<file path="src/rtl/gpio_pkg.sv">
// Shared definitions for the GPIO bank: register offsets and handshake state encoding.
package gpio_pkg;

  localparam logic [31:0] GPIO_OUT        = 32'h00;
  localparam logic [31:0] GPIO_IN         = 32'h01;
  localparam logic [31:0] GPIO_IO_DIR     = 32'h02;
  localparam logic [31:0] GPIO_IO_IN      = 32'h03;
  localparam logic [31:0] GPIO_IO_OUT     = 32'h04;
  localparam logic [31:0] GPIO_IO_SET     = 32'h05;
  localparam logic [31:0] GPIO_IO_CLR     = 32'h06;
  localparam logic [31:0] GPIO_IO_TGL     = 32'h07;
  localparam logic [31:0] GPIO_RISE_EN    = 32'h08;
  localparam logic [31:0] GPIO_FALL_EN    = 32'h09;
  localparam logic [31:0] GPIO_IRQ_STATUS = 32'h0A;

  typedef enum logic {
    ST_IDLE = 1'b0,
    ST_DONE = 1'b1
  } hs_state_e;

endpackage

</file>
<file path="src/rtl/gpio_input_sync.sv">
// Multi-flop synchroniser for asynchronous pins followed by an edge-history register.
// Masked bits are treated as 0 in the edge vector, so unmasking a high pin yields a rise.
module gpio_input_sync #(
  parameter int WIDTH  = 11,
  parameter int STAGES = 2
) (
  input  logic             clk,
  input  logic             rst,
  input  logic [WIDTH-1:0] din,
  input  logic [WIDTH-1:0] mask,
  output logic [WIDTH-1:0] sync_val,
  output logic [WIDTH-1:0] rise,
  output logic [WIDTH-1:0] fall
);

  logic [STAGES-1:0][WIDTH-1:0] sync_q, sync_d;
  logic [WIDTH-1:0]             prev_q, prev_d;
  logic [WIDTH-1:0]             edge_vec;

  always_comb begin
    sync_d[0] = din;
    for (int i = 1; i < STAGES; i++) begin
      sync_d[i] = sync_q[i-1];
    end
    sync_val = sync_q[STAGES-1];
    edge_vec = sync_q[STAGES-1] & ~mask;
    prev_d   = edge_vec;
    rise     = edge_vec & ~prev_q;
    fall     = ~edge_vec & prev_q;
  end

  always_ff @(posedge clk) begin
    if (rst) begin
      sync_q <= '0;
      prev_q <= '0;
    end else begin
      sync_q <= sync_d;
      prev_q <= prev_d;
    end
  end

endmodule

</file>
<file path="src/rtl/gpio_bank.sv">
// Bus-attached GPIO peripheral: output, input and bidirectional pins, atomic IO set/clear/toggle,
// synchronised edge capture into a write-one-to-clear status register and a level interrupt.
module gpio_bank
  import gpio_pkg::*;
#(
  parameter int NUM_OUT     = 4,
  parameter int NUM_IN      = 6,
  parameter int NUM_IO      = 5,
  parameter int ADDR_W      = 8,
  parameter int SYNC_STAGES = 2
) (
  input  logic              clk,
  input  logic              rst,
  input  logic [NUM_IN-1:0] inputs,
  output logic [NUM_OUT-1:0] outputs,
  input  logic [NUM_IO-1:0] io_inputs,
  output logic [NUM_IO-1:0] io_outputs,
  output logic [NUM_IO-1:0] io_direction,
  input  logic [ADDR_W-1:0] target_address,
  input  logic              is_write,
  input  logic [31:0]       write_value,
  input  logic              start_request,
  output logic              request_done,
  output logic [31:0]       fetched_value,
  output logic              irq
);

  localparam int EW = NUM_IN + NUM_IO;

  hs_state_e          state_q, state_d;
  logic [NUM_OUT-1:0] out_q, out_d;
  logic [NUM_IO-1:0]  io_dir_q, io_dir_d;
  logic [NUM_IO-1:0]  io_out_q, io_out_d;
  logic [EW-1:0]      rise_en_q, rise_en_d;
  logic [EW-1:0]      fall_en_q, fall_en_d;
  logic [EW-1:0]      irq_status_q, irq_status_d;
  logic [31:0]        fetched_q, fetched_d;
  logic               irq_q, irq_d;

  logic [EW-1:0]      sync_val, rise, fall, edge_mask, edge_set, w1c;
  logic [NUM_IN-1:0]  sync_in;
  logic [NUM_IO-1:0]  sync_io;
  logic [31:0]        addr_ext, read_data;
  logic               access;

  // Pins configured as outputs are hidden from the edge detector.
  assign edge_mask = {io_dir_q, {NUM_IN{1'b0}}};

  gpio_input_sync #(
    .WIDTH  (EW),
    .STAGES (SYNC_STAGES)
  ) u_sync (
    .clk      (clk),
    .rst      (rst),
    .din      ({io_inputs, inputs}),
    .mask     (edge_mask),
    .sync_val (sync_val),
    .rise     (rise),
    .fall     (fall)
  );

  assign sync_in  = sync_val[NUM_IN-1:0];
  assign sync_io  = sync_val[EW-1:NUM_IN];
  assign edge_set = (rise & rise_en_q) | (fall & fall_en_q);
  assign addr_ext = 32'(target_address);
  assign access   = (state_q == ST_IDLE) && start_request;

  always_comb begin
    read_data = 32'h0;
    case (addr_ext)
      GPIO_OUT:        read_data = 32'(out_q);
      GPIO_IN:         read_data = 32'(sync_in);
      GPIO_IO_DIR:     read_data = 32'(io_dir_q);
      GPIO_IO_IN:      read_data = 32'(sync_io & ~io_dir_q);
      GPIO_IO_OUT:     read_data = 32'(io_out_q);
      GPIO_RISE_EN:    read_data = 32'(rise_en_q);
      GPIO_FALL_EN:    read_data = 32'(fall_en_q);
      GPIO_IRQ_STATUS: read_data = 32'(irq_status_q);
      default:         read_data = 32'h0;
    endcase
  end

  always_comb begin
    state_d   = state_q;
    out_d     = out_q;
    io_dir_d  = io_dir_q;
    io_out_d  = io_out_q;
    rise_en_d = rise_en_q;
    fall_en_d = fall_en_q;
    fetched_d = fetched_q;
    w1c       = '0;

    case (state_q)
      ST_IDLE: if (start_request) state_d = ST_DONE;
      ST_DONE: if (!start_request) state_d = ST_IDLE;
      default: state_d = ST_IDLE;
    endcase

    if (access && is_write) begin
      case (addr_ext)
        GPIO_OUT:        out_d     = NUM_OUT'(write_value);
        GPIO_IO_DIR:     io_dir_d  = NUM_IO'(write_value);
        GPIO_IO_OUT:     io_out_d  = NUM_IO'(write_value);
        GPIO_IO_SET:     io_out_d  = NUM_IO'(32'(io_out_q) | write_value);
        GPIO_IO_CLR:     io_out_d  = NUM_IO'(32'(io_out_q) & ~write_value);
        GPIO_IO_TGL:     io_out_d  = NUM_IO'(32'(io_out_q) ^ write_value);
        GPIO_RISE_EN:    rise_en_d = EW'(write_value);
        GPIO_FALL_EN:    fall_en_d = EW'(write_value);
        GPIO_IRQ_STATUS: w1c       = EW'(write_value);
        default:         ;
      endcase
    end

    if (access) fetched_d = is_write ? 32'h0 : read_data;

    // A fresh edge beats a same-cycle clear so no event is ever lost.
    irq_status_d = (irq_status_q & ~w1c) | edge_set;
    irq_d        = |irq_status_q;
  end

  always_ff @(posedge clk) begin
    if (rst) begin
      state_q      <= ST_IDLE;
      out_q        <= '0;
      io_dir_q     <= '0;
      io_out_q     <= '0;
      rise_en_q    <= '0;
      fall_en_q    <= '0;
      irq_status_q <= '0;
      fetched_q    <= '0;
      irq_q        <= 1'b0;
    end else begin
      state_q      <= state_d;
      out_q        <= out_d;
      io_dir_q     <= io_dir_d;
      io_out_q     <= io_out_d;
      rise_en_q    <= rise_en_d;
      fall_en_q    <= fall_en_d;
      irq_status_q <= irq_status_d;
      fetched_q    <= fetched_d;
      irq_q        <= irq_d;
    end
  end

  assign outputs       = out_q;
  assign io_outputs    = io_out_q;
  assign io_direction  = io_dir_q;
  assign request_done  = (state_q == ST_DONE);
  assign fetched_value = fetched_q;
  assign irq           = irq_q;

endmodule

</file>
<file path="config.mk">
export PLATFORM = sky130hd
export DESIGN_NAME = gpio_bank
export DESIGN_NICKNAME = d
export VERILOG_FILES = /design/src/rtl/gpio_pkg.sv /design/src/rtl/gpio_input_sync.sv /design/src/rtl/gpio_bank.sv
export SDC_FILE = /design/constraint.sdc
export NUM_CORES = 1
export LEC_CHECK = 0
export BUFFER_PORTS_ARGS = -buffer_cell sky130_fd_sc_hd__buf_2
export CAP_MARGIN = 20
export CORE_ASPECT_RATIO = 1.25
export CORE_MARGIN = 2
export CORE_UTILIZATION = 30
export DETAILED_ROUTE_END_ITERATION = 10
export PLACE_DENSITY = 0.61
export SLEW_MARGIN = 0
export SYNTH_ARGS = -nofsm -noshare
export SYNTH_HDL_FRONTEND = slang
export SYNTH_SLANG_ARGS = --single-unit
</file>
<file path="constraint.sdc">
create_clock -name clk -period 1.95 [get_ports clk]
set_input_delay 0.2925 -clock clk [delete_from_list [all_inputs] [get_ports clk]]
set_output_delay 0.2925 -clock clk [all_outputs]
set_load 0.01 [all_outputs]
</file>
## Yosys cells after proc, flatten, opt, wreduce, memory -nomap -nowiden

Index checks and enable logic that the tools add are counted.

- Equality and inequality tests: 10
- Mux-type cells: 6
- Bitwise logic cells: 19
- Reductions and logical operators: 10

Operator list:

| kind | count |
|---|---|
| $pmux W32 S8 | 1 |
| $and A11 B11 Y11 | 6 |
| $not A11 Y11 | 4 |
| $and A5 B32 Y32 | 1 |
| $eq A8 B3 Y1 const B | 4 |
| $logic_not A32 Y1 | 1 |
| $mux W32 | 1 |
| $not A5 Y32 | 1 |
| $eq A8 B4 Y1 const B | 3 |
| $mux W11 | 2 |
| $or A11 B11 Y11 | 2 |
| $pmux W5 S4 | 1 |
| $eq A8 B2 Y1 const B | 2 |
| $reduce_or A11 Y1 | 1 |
| $reduce_and A2 Y1 | 5 |
| $eq A8 B1 Y1 const B | 1 |
| $and A5 B5 Y5 | 1 |
| $not A5 Y5 | 1 |
| $or A5 B5 Y5 | 1 |
| $xor A5 B5 Y5 | 1 |
| $reduce_bool A4 Y1 | 1 |
| $logic_and A1 B1 Y1 | 2 |
| $mux W1 | 1 |
| $not A1 Y1 | 1 |

- Register bits after elaboration: 114
- Output and inout port bits: 48
- Logic and storage cells: 57

## Logic depth before layout (Yosys ltp)

Gate-level depths: netlist of run 1.

- Depth in word-level cells: 7
- Depth in mapped cells: 7

## Cells and area by module

A second synthesis of run 1 with hierarchy kept.

- Cell total of the unflattened synthesis: 487
- Area total of the unflattened synthesis: 4,336.7 sq um

Modules (own cells, without submodules):

| module | instances | cells an instance | area an instance (sq um) |
|---|---|---|---|
| gpio_bank | 1 | 385 | 3,295.7 |
| gpio_input_sync | 1 | 102 | 1,041.0 |

## Least setup slack after synthesis of run 1

OpenSTA, ideal clock, no wires.

- Kind: input to register
- Start point: input target_address[5]
- End point: register fall_en_q[1]
- Arrival: 1.669 ns
- Required time: 1.822 ns
- Setup slack: 0.154 ns
- Stages on the path: 6
- Buffers on the path: 2
- Path through: or4_4 -> buf_6 -> nor4b_4 -> buf_6 -> mux2i_1 -> nor2_1

- Cells in the longest elaborated chain, start to end: 2

RTL lines:

| what | RTL line | RTL |
|---|---|---|
| start, declared | gpio_bank.sv:19 | `input logic [ADDR_W-1:0] target_address,` |
| $eq A8 B4 Y1 | gpio_bank.sv:100 | `case (addr_ext)` |
| $reduce_and A2 Y1 (no source line) | - |  |
| end signal, assigned | gpio_bank.sv:138 | `fall_en_q <= fall_en_d;` |
| end, declared | gpio_bank.sv:35 | `logic [EW-1:0] fall_en_q, fall_en_d;` |

Every way passes these cells.
A chain may end at the register's enable or synchronous reset.

## Final worst setup path of run 1

- Start point: input target_address[5]
- End point: register fetched_q[1], in the netlist fetched_value[1]

- Cells in the longest elaborated chain, start to end: 3

RTL lines:

| what | RTL line | RTL |
|---|---|---|
| $logic_not A32 Y1, or another cell as far along | gpio_bank.sv:70 | `case (addr_ext)` |
| $pmux W32 S8 (*) | gpio_bank.sv:70 |  |
| $mux W32 (*) | gpio_bank.sv:114 | `if (access) fetched_d = is_write ? 32'h0 : read_data;` |
| end signal, assigned | gpio_bank.sv:140 | `fetched_q <= fetched_d;` |
| end, declared | gpio_bank.sv:37 | `logic [31:0] fetched_q, fetched_d;` |

Every way passes the cells marked *; elsewhere a longest branch is shown, timed or not.

==> qor.tcl, run 1 <==
set qor(peakVddDrop_mv) 0.3590
set qor(p_sw_uw) 907.7
set qor(power_leakage_nw) 2.116
set qor(holdBufCountCts) 0
set qor(path_cells) {buf_2, or4_4, nor3_4, buf_4, o221ai_1, a21oi_1, a21o_1}
set qor(antenna_found_initial) 0
set qor(seq_power_share_pct) 47.4
set qor(area_delta_synth_final_pct) 19.18
set qor(die_x_um) 111.0
set qor(number_of_global_route_vias_before_repair) 3328
set qor(synth_edf_count) 0
set qor(drv.max_cap_violation_count) 0
set qor(most_repeated_cell_in_the_gate_level_netlist_after_synthesis) {dfxtp_1}
set qor(crit_path_end_kind) {register}
set qor(postSynth.asyncResetShare_pct) 0
set qor(post-dp-hpwl_mm) 7.928
set qor(final_min_period_over_clock_period_pct) 83.03
set qor(grt.total_usage_pct) 14.16
set qor(yosys_register_bits) 93
set qor(grt_first_pass_wirelength_mm) 17.05
set qor(globalplace.congestion) 0.8773
set qor(rr_startpoint) {request_done$_SDFF_PP0_}
set qor(initial_core_util_pct) 30.94
set qor(totalWireLength_mm) 10.69
set qor(max-clock-path-buffers) 2
set qor(worstPathRequired_ns) 2.24
set qor(worst_hold_path.num_cells) 2
set qor(synthDominantAreaCellType) {dfxtp_1}
set qor(timing_max_transition_violations_final) 0
set qor(yosys_warnings) 0
set qor(report.final.hold_viol_count) 0
set qor(layout_min_cycle_time_ns) 1.619
set qor(floorplan.core_area_sq_um) 13870
set qor(setup_viol) 0
set qor(synthDistinctLibCells) 47
set qor(detail_route.wl_per_cell_um) 14.74
set qor(htree_num_levels) 3
set qor(root_buffer_selected_by_cts) {clkbuf_16}
set qor(num_rows) 48
set qor(crit_path_top_delay_cell) {or4_4}
set qor(class_of_the_most_critical_setup_path) {primary input to register}
set qor(rsz_0062_raised_after_global_routing) {false}
set qor(post-route-drc-count) 0
set qor(path_clk_slew_ns) 0.07
set qor(synth_top_area_share_pct) 43.37
set qor(path_delay_family) {simple AND/OR/NAND/NOR gates}
set qor(maximum_number_of_pins_on_one_net_before_global_route_repair) 76
set qor(ff2ff_path_depth) 5
set qor(worst_pin_slew_ns) 0.7020
set qor(final_layout_size_suffix_gt1_share_pct) 20.36
set qor(num_antenna_cells) 0
set qor(critPathArrivalTime_ns) 1.91
set qor(tritoncts) {done}
set qor(clk_latency_ns) 0.34
set qor(numCtsBuffers) 9
set qor(worst_hold_path.endpoint) {u_sync.sync_d[21]$_SDFF_PP0_}
set qor(fp.dieH_um) 137.7
set qor(clock_power_share_pct) 46.0
set qor(post_cts_buffers) 0
set qor(critical-path-max-stage-delay_ns) 0.62
set qor(detailroute.via_count) 3423
set qor(syn_area_sq_um) 4293
set qor(grt-ovfl-total) 0
set qor(worst_slew_margin_pct) 53.03
set qor(cts-resized-gates) 0
set qor(yosysSeqAreaShare_pct) 43.37
set qor(outcome) {finished, final reports clean}
set qor(hold_path.class) {primary input to register}
set qor(regToRegSetupSlack_ns) 0.36
set qor(fillers) 1410
set qor(predominant_post_synthesis_flop_cell) {dfxtp_1}
set qor(power_frac_comb_pct) 6.6
set qor(dieArea_sq_um) 15290
set qor(clock_sink_count) 93
set qor(intPower_mw) 3.187
set qor(per_instance_average_area_after_synthesis_sq_um) 8.925
set qor(worst-path-buf-inv) 2
set qor(finalNetCount) 610
set qor(synth.top_cells.by_count) {dfxtp_1, nor2_1, nand2_1}
set qor(ios) 103
set qor(min_from) {io_inputs[4]}
set qor(port-buffer-count) 60
set qor(dr.pass1.iters) 5
set qor(power_mw) 4.095
set qor(fmax_ghz) 0.6177
set qor(worstReg2RegEnd) {fall_en_q[10]$_SDFFE_PP0P_}
set qor(cellPowerDensity_nw_per_um2) 800.4
set qor(post_drt_via_cell_ratio) 4.721
set qor(startpoint_type) {primary input}
set qor(route.antenna.remaining_nets) 0
set qor(setup-tns-final_ns) 0
set qor(worstPathMaxFanout) 7
set qor(detail_route.iter0.violations) 210
set qor(netSwitchingFraction_pct) 22.17
set qor(clock_skew_ns) 0.01072
set qor(synth_area_leaders) {dfxtp_1, mux2i_1, nor2_1, nor2b_1, buf_4}
set qor(synth_instances) 481
[layout make-up]
cell class | count | area, sq um | share of cell area [%]
well taps | 175 | 219.0 | 4.280
clock buffers | 11 | 242.7 | 4.744
clock inverters | 5 | 83.83 | 1.639
repair buffers | 79 | 480.5 | 9.391
inverters | 14 | 52.55 | 1.027
flip-flops and latches | 93 | 1862 | 36.39
multi-input cells | 348 | 2176 | 42.53
[power groups by stage]
stage          registers (mW)  logic, mW  clock network (mW)
6_report                 1.94      0.271                1.88
5_1_grt                  1.94      0.299                2.01
4_1_cts                  1.94      0.271                1.92
3_5_place_dp             1.98      0.270                   0
3_3_place_gp             1.98      0.264                   0
2_1_floorplan            1.98      0.197                   0
[kinds of logic after synthesis]
family,after synthesis,synth area share [%]
AND/OR/NAND/NOR,182,22.03
flip-flops,93,43.37
AO/OA/AOI/OAI,88,12.68
buffers and inverters,60,7.694
multiplexers,47,11.22
adder cells (fa/ha/maj),10,2.915
other,1,0.08735
[through the flow]
stage | setup slack (ns) | cell area (sq um) | std cells | hold slack [ns] | utilization [%]
4_1_cts | 0.3380 | 5116 | 725 | 0.1565 | 36.88
5_1_grt | 0.2275 | 5116 | 725 | 0.1774 | 36.88
6_report | 0.3310 | 5116 | 725 | 0.1650 | 36.88
3_5_place_dp | -0.00007017 | 4790 | 709 | 0.4245 | 34.52
3_3_place_gp | 0.01595 | 4790 | 709 | 0.4261 | 34.52
2_1_floorplan | 0.1538 | 4368 | 501 | 0.4138 | -
[metal layers]
layer	global-route usage (%)	part of all wire, %	vias to the layer above
li1	-	-	1728
met1	17.52	45	1584
met2	23.89	48	100
met3	3.564	5.6	11
met4	5.347	1.8	0
met5	0	0	-
[registers in the layout, indices dropped and copies added, names as in the netlist, 4 cells and up]
name and flops:
fall_en_q 11, fetched_value 11, io_direction 5, io_outputs 5, irq_status_q 11, outputs 4
rise_en_q 11, u_sync.prev_q 11, u_sync.sync_d 11, u_sync.sync_val 11
[cell usage in the layout, fill, tap and decap left out, types with 2 or more instances in the layout]
| cell type | synthesis | routed |
|---|---|---|
| a31oi_1 | 6 | 6 |
| a22o_1 | 2 | 2 |
| bufinv_16 | 0 | 2 |
| buf_2 | 3 | 60 |
| o31ai_1 | 2 | 2 |
| clkinvlp_4 | 0 | 2 |
| buf_12 | 0 | 3 |
| nand3_1 | 6 | 6 |
| nor2b_1 | 35 | 35 |
| a21oi_1 | 31 | 31 |
| nor3b_1 | 5 | 5 |
| nand2b_1 | 6 | 6 |
| conb_1 | 1 | 21 |
| a21o_1 | 2 | 2 |
| nor4_1 | 4 | 4 |
| a22oi_1 | 4 | 4 |
| a2bb2oi_1 | 2 | 2 |
| mux2_2 | 9 | 9 |
| nand3b_1 | 9 | 9 |
| nor2_1 | 61 | 61 |
| nand2_1 | 43 | 43 |
| dfxtp_1 | 93 | 93 |
| mux2i_1 | 38 | 38 |
| a211oi_1 | 11 | 11 |
| inv_1 | 14 | 14 |
| ha_1 | 10 | 10 |
| o21ai_0 | 20 | 20 |
| nor3_1 | 3 | 3 |
| buf_4 | 23 | 16 |
| clkbuf_16 | 0 | 9 |
[worst max path at each step]
| stage | start | end | slack (ns) | cells after the start |
|---|---|---|---|---|
| floorplan | target_address[5] | fall_en_q[1]$_SDFFE_PP0P_ | 0.15 | 6 |
| global route | request_done$_SDFF_PP0_ | irq_status_q[2]$_SDFF_PP0_ | 0.23 | 6 |
| global placement | target_address[5] | fetched_value[1]$_SDFFE_PP0N_ | 0.02 | 7 |
| finish | target_address[5] | fetched_value[1]$_SDFFE_PP0N_ | 0.33 | 7 |
| detailed placement | target_address[5] | fall_en_q[10]$_SDFFE_PP0P_ | -0.00007 | 6 |
| CTS | target_address[5] | fall_en_q[10]$_SDFFE_PP0P_ | 0.34 | 6 |
(Power assumes the default switching activity.)
==> run 2, diff against run 1 <==
- clock period: 1.95 -> 1.5 ns (I/O delays scaled with it)
==> run 2 against run 1 <==
The flow now finishes with violations (negative setup slack). Sequential power grew 30%. Power increased by 27%. First-iteration DRC count up 25%. Wire length increased by 5.1%. Cell count rose by 4.0%. Core utilization up 2.4 points.
==> qor.tcl, run 2 (synthesis results as in run 1) <==
set qor(outcome) {finished, violations left}
set qor(violations) {negative setup slack}
set qor(ff2ff_path_depth) 7
set qor(peakVddDrop_mv) 0.5038
set qor(final_min_period_over_clock_period_pct) 102.4
set qor(rsz_0062_raised_after_global_routing) {true}
set qor(root_buffer_selected_by_cts) {clkbuf_16}
set qor(critical_path.most_common_cell) {buf_6}
set qor(grt.total_usage_pct) 14.55
set qor(path_cells) {nand3b_1, buf_6, nor4b_4, buf_6, nand2_1, a21oi_2, nor2_1}
set qor(placedCellCount) 734
set qor(area_delta_synth_final_pct) 26.79
set qor(clk_latency_ns) 0.35
set qor(die_x_um) 111.0
set qor(worst_hold_path.endpoint) {u_sync.sync_d[19]$_SDFF_PP0_}
set qor(initial_core_util_pct) 30.94
set qor(detailroute.via_count) 3590
set qor(post_drt_via_cell_ratio) 4.761
set qor(cellPowerDensity_nw_per_um2) 954.6
set qor(min_from) {io_inputs[2]}
set qor(maximum_number_of_pins_on_one_net_before_global_route_repair) 77
set qor(startpoint_type) {register}
set qor(critPathArrivalTime_ns) 1.78
set qor(setup_slack_ns) -0.03590
set qor(totalWireLength_mm) 11.23
set qor(globalplace.congestion) 0.9024
set qor(regToRegSetupSlack_ns) -0.04
set qor(drv.max_cap_violation_count) 0
set qor(dieArea_sq_um) 15290
set qor(worstPathMaxFanout) 6
set qor(holdBufCountCts) 0
set qor(route.antenna.remaining_nets) 0
set qor(crit_path_top_delay_cell) {nor4b_4}
set qor(rr_startpoint) {request_done$_SDFF_PP0_}
set qor(worstPathRequired_ns) 1.74
set qor(worst-path-buf-inv) 2
set qor(layout_min_cycle_time_ns) 1.536
set qor(path_delay_family) {simple AND/OR/NAND/NOR gates}
set qor(numCtsBuffers) 9
set qor(tritoncts) {done}
set qor(post-dp-hpwl_mm) 8.268
set qor(htree_num_levels) 3
set qor(post-route-util_pct) 39.23
set qor(worstReg2RegEnd) {irq_status_q[0]$_SDFF_PP0_}
set qor(dr.pass1.iters) 5
set qor(class_of_the_most_critical_setup_path) {register to register}
set qor(clock_skew_ns) 0.009971
set qor(hold_path.class) {primary input to register}
set qor(setup_viol) 18
set qor(number_of_global_route_vias_before_repair) 3413
set qor(layout_commonest_cell) {dfxtp_1}
set qor(post-route-drc-count) 0
set qor(timing_max_transition_violations_final) 0
set qor(floorplan.core_area_sq_um) 13870
set qor(grt_first_pass_wirelength_mm) 17.53
set qor(power_mw) 5.196
set qor(detail_route.wl_per_cell_um) 14.89
set qor(fp.dieH_um) 137.7
set qor(max-clock-path-buffers) 2
set qor(path_clk_slew_ns) 0.07
set qor(port-buffer-count) 60
set qor(clock_sink_count) 93
set qor(final_cell_mix) {dfxtp_1, nor2_1, buf_2, buf_4, nand2_1}
set qor(final_layout_size_suffix_gt1_share_pct) 27.98
set qor(grt-ovfl-total) 0
set qor(fmax_ghz) 0.6511
set qor(report.final.hold_viol_count) 0
set qor(power_leakage_nw) 2.296
set qor(detail_route.iter0.violations) 263
set qor(critical-path-max-stage-delay_ns) 0.35
set qor(num_antenna_cells) 0
set qor(layoutNonFillerInstCount) 754
set qor(worst_hold_path.num_cells) 2
set qor(num_rows) 48
set qor(finalNetCount) 640
set qor(antenna_found_initial) 0
set qor(ios) 103
set qor(crit_path_end_kind) {register}
## run 2: cell types whose count changed in the layout (fill, tap and decap cells not counted), moves of 6 or more
cell / previous run / this run
a21oi_2: 0 / 6
buf_6: 0 / 6
a21oi_1: 31 / 25
buf_4: 16 / 40
o21ai_0: 20 / 14
o21ai_1: 0 / 6
## run 2: through the flow
stage               setup WS [ns]  cell area, sq um  hold WS, ns  TNS (ns)
floorplan                 -0.2287              4370       0.3532    -7.534
global placement          -0.3780              4992       0.4268    -14.61
detailed placement        -0.3880              4992       0.4220    -16.15
CTS                     -0.009762              5309      0.07840  -0.02434
global route              -0.1086              5443      0.08858    -2.616
finish                   -0.03590              5443      0.08543   -0.3219
## run 2: power breakdown
part           internal, mW  total, mW  switching [mW]
clock                  1.32       2.25           0.925
combinational         0.174      0.421           0.248
sequential             2.51       2.52          0.0173
total                  4.01       5.20            1.19
## run 2: worst max-delay path by stage
stage | cells after the start | endpoint | startpoint | slack (ns)
after floorplan | 6 | fall_en_q[1]$_SDFFE_PP0P_ | target_address[5] | -0.23
after global placement | 7 | fetched_value[1]$_SDFFE_PP0N_ | target_address[5] | -0.38
after detailed placement | 7 | fetched_value[1]$_SDFFE_PP0N_ | target_address[5] | -0.39
after CTS | 6 | fall_en_q[7]$_SDFFE_PP0P_ | request_done$_SDFF_PP0_ | -0.01
after global routing | 7 | irq_status_q[2]$_SDFF_PP0_ | request_done$_SDFF_PP0_ | -0.11
final | 7 | irq_status_q[0]$_SDFF_PP0_ | request_done$_SDFF_PP0_ | -0.04
## run 2: cell type report
type                            instances  area (sq um)
Clock buffer                           11         242.7
Clock inverter                          4         48.80
Fill cell                            1389          8431
Inverter                               14         52.55
Multi-Input combinational cell        348          2272
Sequential cell                        93          1864
Tap cell                              175         219.0
Timing Repair Buffer                  109         743.2
## run 2: what timing repair did
item / in CTS / in global routing
setup buffers: 2 / 2
pin swaps: 3 / 18
endpoints found under the setup margin: 30 / 47
resized for setup: 2 / 29
gates cloned: 0 / 1
## run 2: per-layer routing
| layer | global-route usage [%] | vias up | wire length, um |
|---|---|---|---|
| met2 | 24.88 | 105 | 5563 |
| met1 | 17.76 | 1678 | 4818 |
| met5 | 0 | - | 0 |
| met4 | 5.625 | 0 | 189 |
| met3 | 3.564 | 14 | 656 |
| li1 | - | 1793 | - |
